`src/rtl/gmii_rx_monitor_pkg.sv`:
```
// Shared GMII receive constants, FSM encodings and the per-frame status record.
// The TX-side FCS generator reuses these definitions.
package gmii_rx_monitor_pkg;

    localparam logic [7:0]  GMII_PREAMBLE      = 8'h55;
    localparam logic [7:0]  GMII_SFD           = 8'hD5;
    localparam logic [7:0]  GMII_FALSE_CARRIER = 8'h0E;

    localparam logic [31:0] CRC32_POLY    = 32'hEDB88320;
    localparam logic [31:0] CRC32_INIT    = 32'hFFFFFFFF;
    localparam logic [31:0] CRC32_RESIDUE = 32'hDEBB20E3;

    localparam logic [2:0]  WAIT_IDLE = 3'd0;
    localparam logic [2:0]  IDLE      = 3'd1;
    localparam logic [2:0]  PREAMBLE  = 3'd2;
    localparam logic [2:0]  DATA      = 3'd3;
    localparam logic [2:0]  DROP      = 3'd4;

    typedef struct packed {
        logic        ok;
        logic        crc_err;
        logic        sfd_err;
        logic        rx_err;
        logic        runt_err;
        logic [15:0] len;
    } rx_status_t;

    function automatic logic [15:0] sat_inc16(input logic [15:0] v);
        return (v == 16'hFFFF) ? v : v + 16'd1;
    endfunction

endpackage

```
`src/rtl/gmii_rx_monitor_if.sv`:
```
// GMII receive bus plus the monitor's status/counter outputs.
// The master side drives RXD/RX_DV/RX_ER; the slave side is the monitor.
interface gmii_rx_monitor_if #(
    parameter int CNT_W = 16
);
    logic [7:0]       RXD;
    logic             RX_DV;
    logic             RX_ER;
    logic             frame_done;
    logic             frame_ok;
    logic [15:0]      frame_len;
    logic             crc_err;
    logic             sfd_err;
    logic             rx_err;
    logic             runt_err;
    logic [CNT_W-1:0] good_frames;
    logic [CNT_W-1:0] bad_frames;
    logic [CNT_W-1:0] false_carriers;

    modport master (
        output RXD, RX_DV, RX_ER,
        input  frame_done, frame_ok, frame_len, crc_err, sfd_err, rx_err, runt_err,
        input  good_frames, bad_frames, false_carriers
    );

    modport slave (
        input  RXD, RX_DV, RX_ER,
        output frame_done, frame_ok, frame_len, crc_err, sfd_err, rx_err, runt_err,
        output good_frames, bad_frames, false_carriers
    );
endinterface

```
`src/rtl/gmii_rx_monitor_crc32_d8.sv`:
```
// Byte-wide Ethernet CRC-32 step: reflected polynomial, data consumed LSB first,
// no final inversion (the caller owns init and residue handling).
module crc32_d8
    import gmii_rx_monitor_pkg::*;
(
    input  logic [31:0] i_crc,
    input  logic [7:0]  i_data,
    output logic [31:0] o_crc
);
    always_comb begin
        o_crc = i_crc;
        for (int i = 0; i < 8; i++) begin
            o_crc = (o_crc[0] ^ i_data[i]) ? ((o_crc >> 1) ^ CRC32_POLY) : (o_crc >> 1);
        end
    end
endmodule

```
`src/rtl/gmii_rx_monitor.sv`:
```
// GMII receive frame checker: delineates frames, checks preamble/SFD, length and FCS,
// and keeps saturating good/bad/false-carrier counters.
module gmii_rx_monitor
    import gmii_rx_monitor_pkg::*;
#(
    parameter int CNT_W        = 16,
    parameter int MIN_LEN      = 64,
    parameter int MIN_PREAMBLE = 1
) (
    input  logic             RX_CLK,
    input  logic             mr_main_reset_n,
    gmii_rx_monitor_if.slave bus
);
    localparam logic [15:0] MIN_LEN_W = 16'(MIN_LEN);
    localparam logic [2:0]  MIN_PRE_W = (MIN_PREAMBLE > 7) ? 3'd7 : 3'(MIN_PREAMBLE);

    logic [2:0]       r_state;
    logic [2:0]       r_pre_cnt;
    logic [31:0]      r_crc;
    logic [15:0]      r_len;
    logic             r_sfd_err;
    logic             r_rx_err;
    logic             r_fc_prev;
    logic             r_done;
    rx_status_t       r_status;
    logic [CNT_W-1:0] r_good;
    logic [CNT_W-1:0] r_bad;
    logic [CNT_W-1:0] r_fc;

    logic [31:0]      w_crc_next;
    logic             w_in_frame;
    logic             w_end;
    logic             w_fc;
    rx_status_t       w_status;

    crc32_d8 u_crc32_d8 (
        .i_crc  (r_crc),
        .i_data (bus.RXD),
        .o_crc  (w_crc_next)
    );

    assign w_in_frame = (r_state == PREAMBLE) || (r_state == DATA) || (r_state == DROP);
    assign w_end      = w_in_frame && !bus.RX_DV;
    assign w_fc       = (r_state == IDLE) && !bus.RX_DV && bus.RX_ER && (bus.RXD == GMII_FALSE_CARRIER);

    // CRC and length checks only mean something once the SFD has been accepted.
    always_comb begin
        w_status.crc_err  = (r_state == DATA) && (r_crc != CRC32_RESIDUE);
        w_status.runt_err = (r_state == DATA) && (r_len < MIN_LEN_W);
        w_status.sfd_err  = r_sfd_err || (r_state == PREAMBLE);
        w_status.rx_err   = r_rx_err;
        w_status.len      = r_len;
        w_status.ok       = !(w_status.crc_err | w_status.sfd_err | w_status.rx_err | w_status.runt_err);
    end

    always_ff @(posedge RX_CLK or negedge mr_main_reset_n) begin
        if (!mr_main_reset_n) begin
            r_state   <= WAIT_IDLE;
            r_pre_cnt <= '0;
            r_crc     <= CRC32_INIT;
            r_len     <= '0;
            r_sfd_err <= 1'b0;
            r_rx_err  <= 1'b0;
            r_fc_prev <= 1'b0;
        end else begin
            r_fc_prev <= w_fc;
            if (w_in_frame && bus.RX_DV && bus.RX_ER) r_rx_err <= 1'b1;
            case (r_state)
                WAIT_IDLE: if (!bus.RX_DV) r_state <= IDLE;
                IDLE: begin
                    r_sfd_err <= 1'b0;
                    r_rx_err  <= 1'b0;
                    // The first byte is consumed here so a single idle gap loses nothing.
                    if (bus.RX_DV) begin
                        r_len     <= '0;
                        r_crc     <= CRC32_INIT;
                        r_pre_cnt <= 3'd1;
                        if (bus.RXD == GMII_PREAMBLE) begin
                            r_state <= PREAMBLE;
                        end else if (bus.RXD == GMII_SFD && MIN_PREAMBLE == 0) begin
                            r_state <= DATA;
                        end else begin
                            r_sfd_err <= 1'b1;
                            r_state   <= DROP;
                        end
                    end
                end
                PREAMBLE: begin
                    if (!bus.RX_DV) begin
                        r_state <= IDLE;
                    end else if (bus.RXD == GMII_PREAMBLE) begin
                        if (r_pre_cnt != 3'd7) r_pre_cnt <= r_pre_cnt + 3'd1;
                    end else if (bus.RXD == GMII_SFD && r_pre_cnt >= MIN_PRE_W) begin
                        r_state <= DATA;
                        r_crc   <= CRC32_INIT;
                        r_len   <= '0;
                    end else begin
                        r_sfd_err <= 1'b1;
                        r_state   <= DROP;
                    end
                end
                DATA: begin
                    if (!bus.RX_DV) begin
                        r_state <= IDLE;
                    end else begin
                        r_len <= sat_inc16(r_len);
                        r_crc <= w_crc_next;
                    end
                end
                DROP:    if (!bus.RX_DV) r_state <= IDLE;
                default: r_state <= WAIT_IDLE;
            endcase
        end
    end

    always_ff @(posedge RX_CLK or negedge mr_main_reset_n) begin
        if (!mr_main_reset_n) begin
            r_done   <= 1'b0;
            r_status <= '0;
            r_good   <= '0;
            r_bad    <= '0;
            r_fc     <= '0;
        end else begin
            r_done <= w_end;
            if (w_end) begin
                r_status <= w_status;
                if (w_status.ok) begin
                    if (r_good != '1) r_good <= r_good + 1'b1;
                end else begin
                    if (r_bad != '1) r_bad <= r_bad + 1'b1;
                end
            end
            if (w_fc && !r_fc_prev && r_fc != '1) r_fc <= r_fc + 1'b1;
        end
    end

    assign bus.frame_done     = r_done;
    assign bus.frame_ok       = r_status.ok;
    assign bus.frame_len      = r_status.len;
    assign bus.crc_err        = r_status.crc_err;
    assign bus.sfd_err        = r_status.sfd_err;
    assign bus.rx_err         = r_status.rx_err;
    assign bus.runt_err       = r_status.runt_err;
    assign bus.good_frames    = r_good;
    assign bus.bad_frames     = r_bad;
    assign bus.false_carriers = r_fc;

endmodule

```
`src/flat_wrapper.sv`:
```
// flat-port wrapper written by rule: the top's interface ports become plain ports
module gmii_rx_monitor_flat import gmii_rx_monitor_pkg::*;
#(
    parameter int CNT_W        = 16,
    parameter int MIN_LEN      = 64,
    parameter int MIN_PREAMBLE = 1
)
  (RX_CLK, mr_main_reset_n, bus_RXD, bus_RX_DV, bus_RX_ER, bus_frame_done, bus_frame_ok, bus_frame_len, bus_crc_err, bus_sfd_err, bus_rx_err, bus_runt_err, bus_good_frames, bus_bad_frames, bus_false_carriers);
  gmii_rx_monitor_if #(.CNT_W(CNT_W)) bus_i ();
  input  logic RX_CLK;
  input  logic mr_main_reset_n;
  input wire logic [$bits(bus_i.RXD)-1:0] bus_RXD;
  input wire logic [$bits(bus_i.RX_DV)-1:0] bus_RX_DV;
  input wire logic [$bits(bus_i.RX_ER)-1:0] bus_RX_ER;
  output wire logic [$bits(bus_i.frame_done)-1:0] bus_frame_done;
  output wire logic [$bits(bus_i.frame_ok)-1:0] bus_frame_ok;
  output wire logic [$bits(bus_i.frame_len)-1:0] bus_frame_len;
  output wire logic [$bits(bus_i.crc_err)-1:0] bus_crc_err;
  output wire logic [$bits(bus_i.sfd_err)-1:0] bus_sfd_err;
  output wire logic [$bits(bus_i.rx_err)-1:0] bus_rx_err;
  output wire logic [$bits(bus_i.runt_err)-1:0] bus_runt_err;
  output wire logic [$bits(bus_i.good_frames)-1:0] bus_good_frames;
  output wire logic [$bits(bus_i.bad_frames)-1:0] bus_bad_frames;
  output wire logic [$bits(bus_i.false_carriers)-1:0] bus_false_carriers;
  assign bus_i.RXD = bus_RXD;
  assign bus_i.RX_DV = bus_RX_DV;
  assign bus_i.RX_ER = bus_RX_ER;
  assign bus_frame_done = bus_i.frame_done;
  assign bus_frame_ok = bus_i.frame_ok;
  assign bus_frame_len = bus_i.frame_len;
  assign bus_crc_err = bus_i.crc_err;
  assign bus_sfd_err = bus_i.sfd_err;
  assign bus_rx_err = bus_i.rx_err;
  assign bus_runt_err = bus_i.runt_err;
  assign bus_good_frames = bus_i.good_frames;
  assign bus_bad_frames = bus_i.bad_frames;
  assign bus_false_carriers = bus_i.false_carriers;
  gmii_rx_monitor #(.CNT_W(CNT_W), .MIN_LEN(MIN_LEN), .MIN_PREAMBLE(MIN_PREAMBLE)) u_core (.RX_CLK(RX_CLK), .mr_main_reset_n(mr_main_reset_n), .bus(bus_i));
endmodule
```
`config.mk`:
```
export PLATFORM = sky130hd
export DESIGN_NAME = gmii_rx_monitor_flat
export DESIGN_NICKNAME = d
export VERILOG_FILES = /design/src/rtl/gmii_rx_monitor_pkg.sv /design/src/rtl/gmii_rx_monitor_if.sv /design/src/rtl/gmii_rx_monitor_crc32_d8.sv /design/src/rtl/gmii_rx_monitor.sv /design/src/flat_wrapper.sv
export SDC_FILE = /design/constraint.sdc
export NUM_CORES = 1
export LEC_CHECK = 0
export CAP_MARGIN = 25
export CORE_MARGIN = 2
export CORE_UTILIZATION = 55
export CTS_BUF_LIST = sky130_fd_sc_hd__clkbuf_16
export DETAILED_ROUTE_END_ITERATION = 8
export PLACE_DENSITY = 0.84
export SLEW_MARGIN = 0
export SYNTH_ARGS = -nofsm -noshare
export SYNTH_HDL_FRONTEND = slang
export SYNTH_SLANG_ARGS = --single-unit
```
`constraint.sdc`:
```
create_clock -name RX_CLK -period 3.2 [get_ports RX_CLK]
set_input_delay 0.8 -clock RX_CLK [delete_from_list [all_inputs] [get_ports RX_CLK]]
set_output_delay 0.8 -clock RX_CLK [all_outputs]
set_load 0.02 [all_outputs]
```
==> reports/qor.yml <==
rr_startpoint: "u_core.r_crc[5]$_DFFE_PN1P_"
io_buffers: 81
place_congestion: 0.889
arrival_ns: 3.18
crit_path_top_delay_cell: "dfstp_2"
final_cell_mix: "95 x dfrtp_1, 90 x xnor2_1, 80 x clkdlybuf4s50_1"
rsz0062_at_grt: "no"
met2WireLength_um: 7720
synthesis.nets: 629
routed_wl_um: 15400
place_ws_ns: 0.0687
hold_class: "in2async"
root_buffer: "clkbuf_16"
leakagePower_nw: 3.48
cts.sinks: 127
grt_pass1_wl_um: 25800
yosysWarnings: 0
r2r-end: "u_core.bus.good_frames[12]$_DFFE_PN0P_"
synth_ff_type: "dfrtp_1"
critPathLaunch: "u_core.r_crc[5]$_DFFE_PN1P_"
synthCells: 610
vias_per_cell: 5.82
fin_hold_ws_ns: 0.435
cts_tree: "yes"
ys_seq_area_frac: 0.489
critPathLaunchType: "register"
antenna_found_initial: 0
top_layer_used: "met4"
insertion_delay_ns: 0.42
antenna_cells: 0
async_reset_ff_frac: 1.00
track_usage: 0.255
num_io_pins: 82
cp-end-kind: "register"
final_common_cell: "dfrtp_1"
wl_per_cell_um: 17.6
max-cap-violations: 0
clk_path_buf_depth: 2
synth_seq_cells: 127
fillers: 804
syn_area_mm2: 0.00658
syn_area_per_cell_um2: 10.8
wl_met1_um: 6850
clkTransAtPathRegs_ns: 0.06
fin_ws_ns: 0.321
initial_utilization: 0.569
worst_pin_slew_ns: 0.903
grt_start_max_net_pins: 52
fp.coreArea_mm2: 0.0116
die_x_um: 113
wl_met3_um: 640
fin_crit_sh: 0.900
worstPathMaxFanout: 11
dp_hpwl_um: 10600
slowest_delay_ns: 0.56
drt_iter0_drc: 516
final_layout_size_suffix_gt1_frac: 0.176
ant_nets: 0
r2r_slack_ns: 0.32
crit_buf_inv: 0
cts_buffers: 17
setup_viol_count_final: 0
crit_type: "reg2reg"
required_ns: 3.50
post_cts_buffers: 0
cp-endpoint: "u_core.bus.good_frames[12]$_DFFE_PN0P_"
slew_violations: 0
design.die.area_mm2: 0.0129
r2r_cells: 6
synth.distinct_cells: 62
hold_violations: 0
postCtsHoldBufs: 0
max_freq_ghz: 0.347
grt-ovfl-total: 0
vias: 5072
drc: 0
die_h_um: 113
htree_levels: 4
irDropWorstVdd_v: 0.000289
clock_skew_ns: 0.00924
layout.nets: 735
final.setup.tns_ns: 0
synth_edf_count: 0
status: "finished, final reports clean"
path_depth: 6
fin_crit_ns: 2.88
cts_resized: 0
crit_chain: "or4b_1 > nor4_2 > a41oi_2 > nor3_4 > and4_1 > mux2_1"
power_density_mw_per_mm2: 523
grt_pass1_vias: 5082
syn2layout_area_growth_pct: 26.4
firstDrtPassIters: 5
relSlewSlack: 0.394
rows: 39
critPathTopFamily: "simple AND/OR/NAND/NOR gates"
cell families (layout without fill, tap and decap cells):
kind of cell	count (synthesis)	after routing	share of synthesized area
and+or+nand+nor	224	224	0.183
DFF	127	127	0.489
xor gates and xnor gates	118	118	0.172
AOI/OAI and AO/OA	83	83	0.0829
buffers and inverters	27	146	0.0175
muxes	24	24	0.0413
adders and majority gates	7	7	0.0133
where the power goes:
part / switching [mW] / leakage [nW] / internal, mW / total, mW
clock: 0.723 / 0.293 / 1.30 / 2.02
combinational: 0.313 / 1.55 / 0.284 / 0.597
sequential: 0.0707 / 1.64 / 1.66 / 1.73
sequential cells by signal, indices dropped and copies added, names as in the netlist, 3 cells and up:
register	flops
u_core.bus.frame_len	16
u_core.bus.good_frames	16
u_core.bus.bad_frames	16
u_core.r_state	3
u_core.r_pre_cnt	3
u_core.r_crc	32
u_core.bus.false_carriers	16
u_core.r_len	16
per-layer routing:
layer,global-route usage,up-vias
met1,0.346,2537
met5,0,-
met2,0.422,149
li1,-,2367
met4,0.0715,0
met3,0.0531,19
synthesized netlist by cell type, types with 6 or more instances:
| cell type | number | share of area |
|---|---|---|
| xor2_1 | 19 | 0.025 |
| dfstp_2 | 32 | 0.13 |
| clkbuf_1 | 13 | 0.0074 |
| nand3_1 | 34 | 0.026 |
| and3_1 | 20 | 0.019 |
| o31ai_1 | 7 | 0.0080 |
| nand4_1 | 20 | 0.019 |
| nor3_1 | 9 | 0.0068 |
| nand2_1 | 38 | 0.022 |
| o21ai_0 | 20 | 0.015 |
| inv_1 | 6 | 0.0034 |
| ha_1 | 7 | 0.013 |
| and2_1 | 8 | 0.0076 |
| nor2_1 | 51 | 0.029 |
| o22a_1 | 7 | 0.0093 |
| a21oi_1 | 26 | 0.020 |
| a31oi_1 | 6 | 0.0057 |
| mux2_2 | 20 | 0.034 |
| xnor2_2 | 6 | 0.015 |
| xnor2_1 | 90 | 0.12 |
| dfrtp_1 | 95 | 0.36 |
area by class of cell:
cell class	instances	area (um^2)	share of cell area
Inverter	6	22.5	0.00271
Sequential cell	127	3220	0.387
Clock inverter	15	190	0.0229
Timing Repair Buffer	108	1040	0.125
Multi-Input combinational cell	456	3250	0.390
Clock buffer	17	425	0.0512
Tap cell	143	179	0.0215
how the worst min path moves through the flow:
stage	to	slack, ns	cells past startpoint
final	u_core.bus.false_carriers[0]$_DFFE_PN0P_	0.43	1
after global routing	u_core.bus.false_carriers[0]$_DFFE_PN0P_	0.47	1
after CTS	u_core.bus.false_carriers[0]$_DFFE_PN0P_	0.45	1
after detailed placement	u_core.bus.false_carriers[15]$_DFFE_PN0P_	0.49	1
after global placement	u_core.r_sfd_err$_DFFE_PN0P_	0.48	2
after floorplan	u_core.r_sfd_err$_DFFE_PN0P_	0.45	2
per-stage QoR:
step | utilization | std cells | area [um^2] | power [mW]
floorplan | - | 610 | 6580 | 2.09
global placement | 0.666 | 840 | 7700 | 2.33
detailed placement | 0.666 | 840 | 7700 | 2.35
CTS | 0.719 | 872 | 8320 | 4.37
global route | 0.719 | 872 | 8320 | 4.51
finish | 0.719 | 872 | 8320 | 4.35
Note: power is estimated with default switching activity, not from simulation.
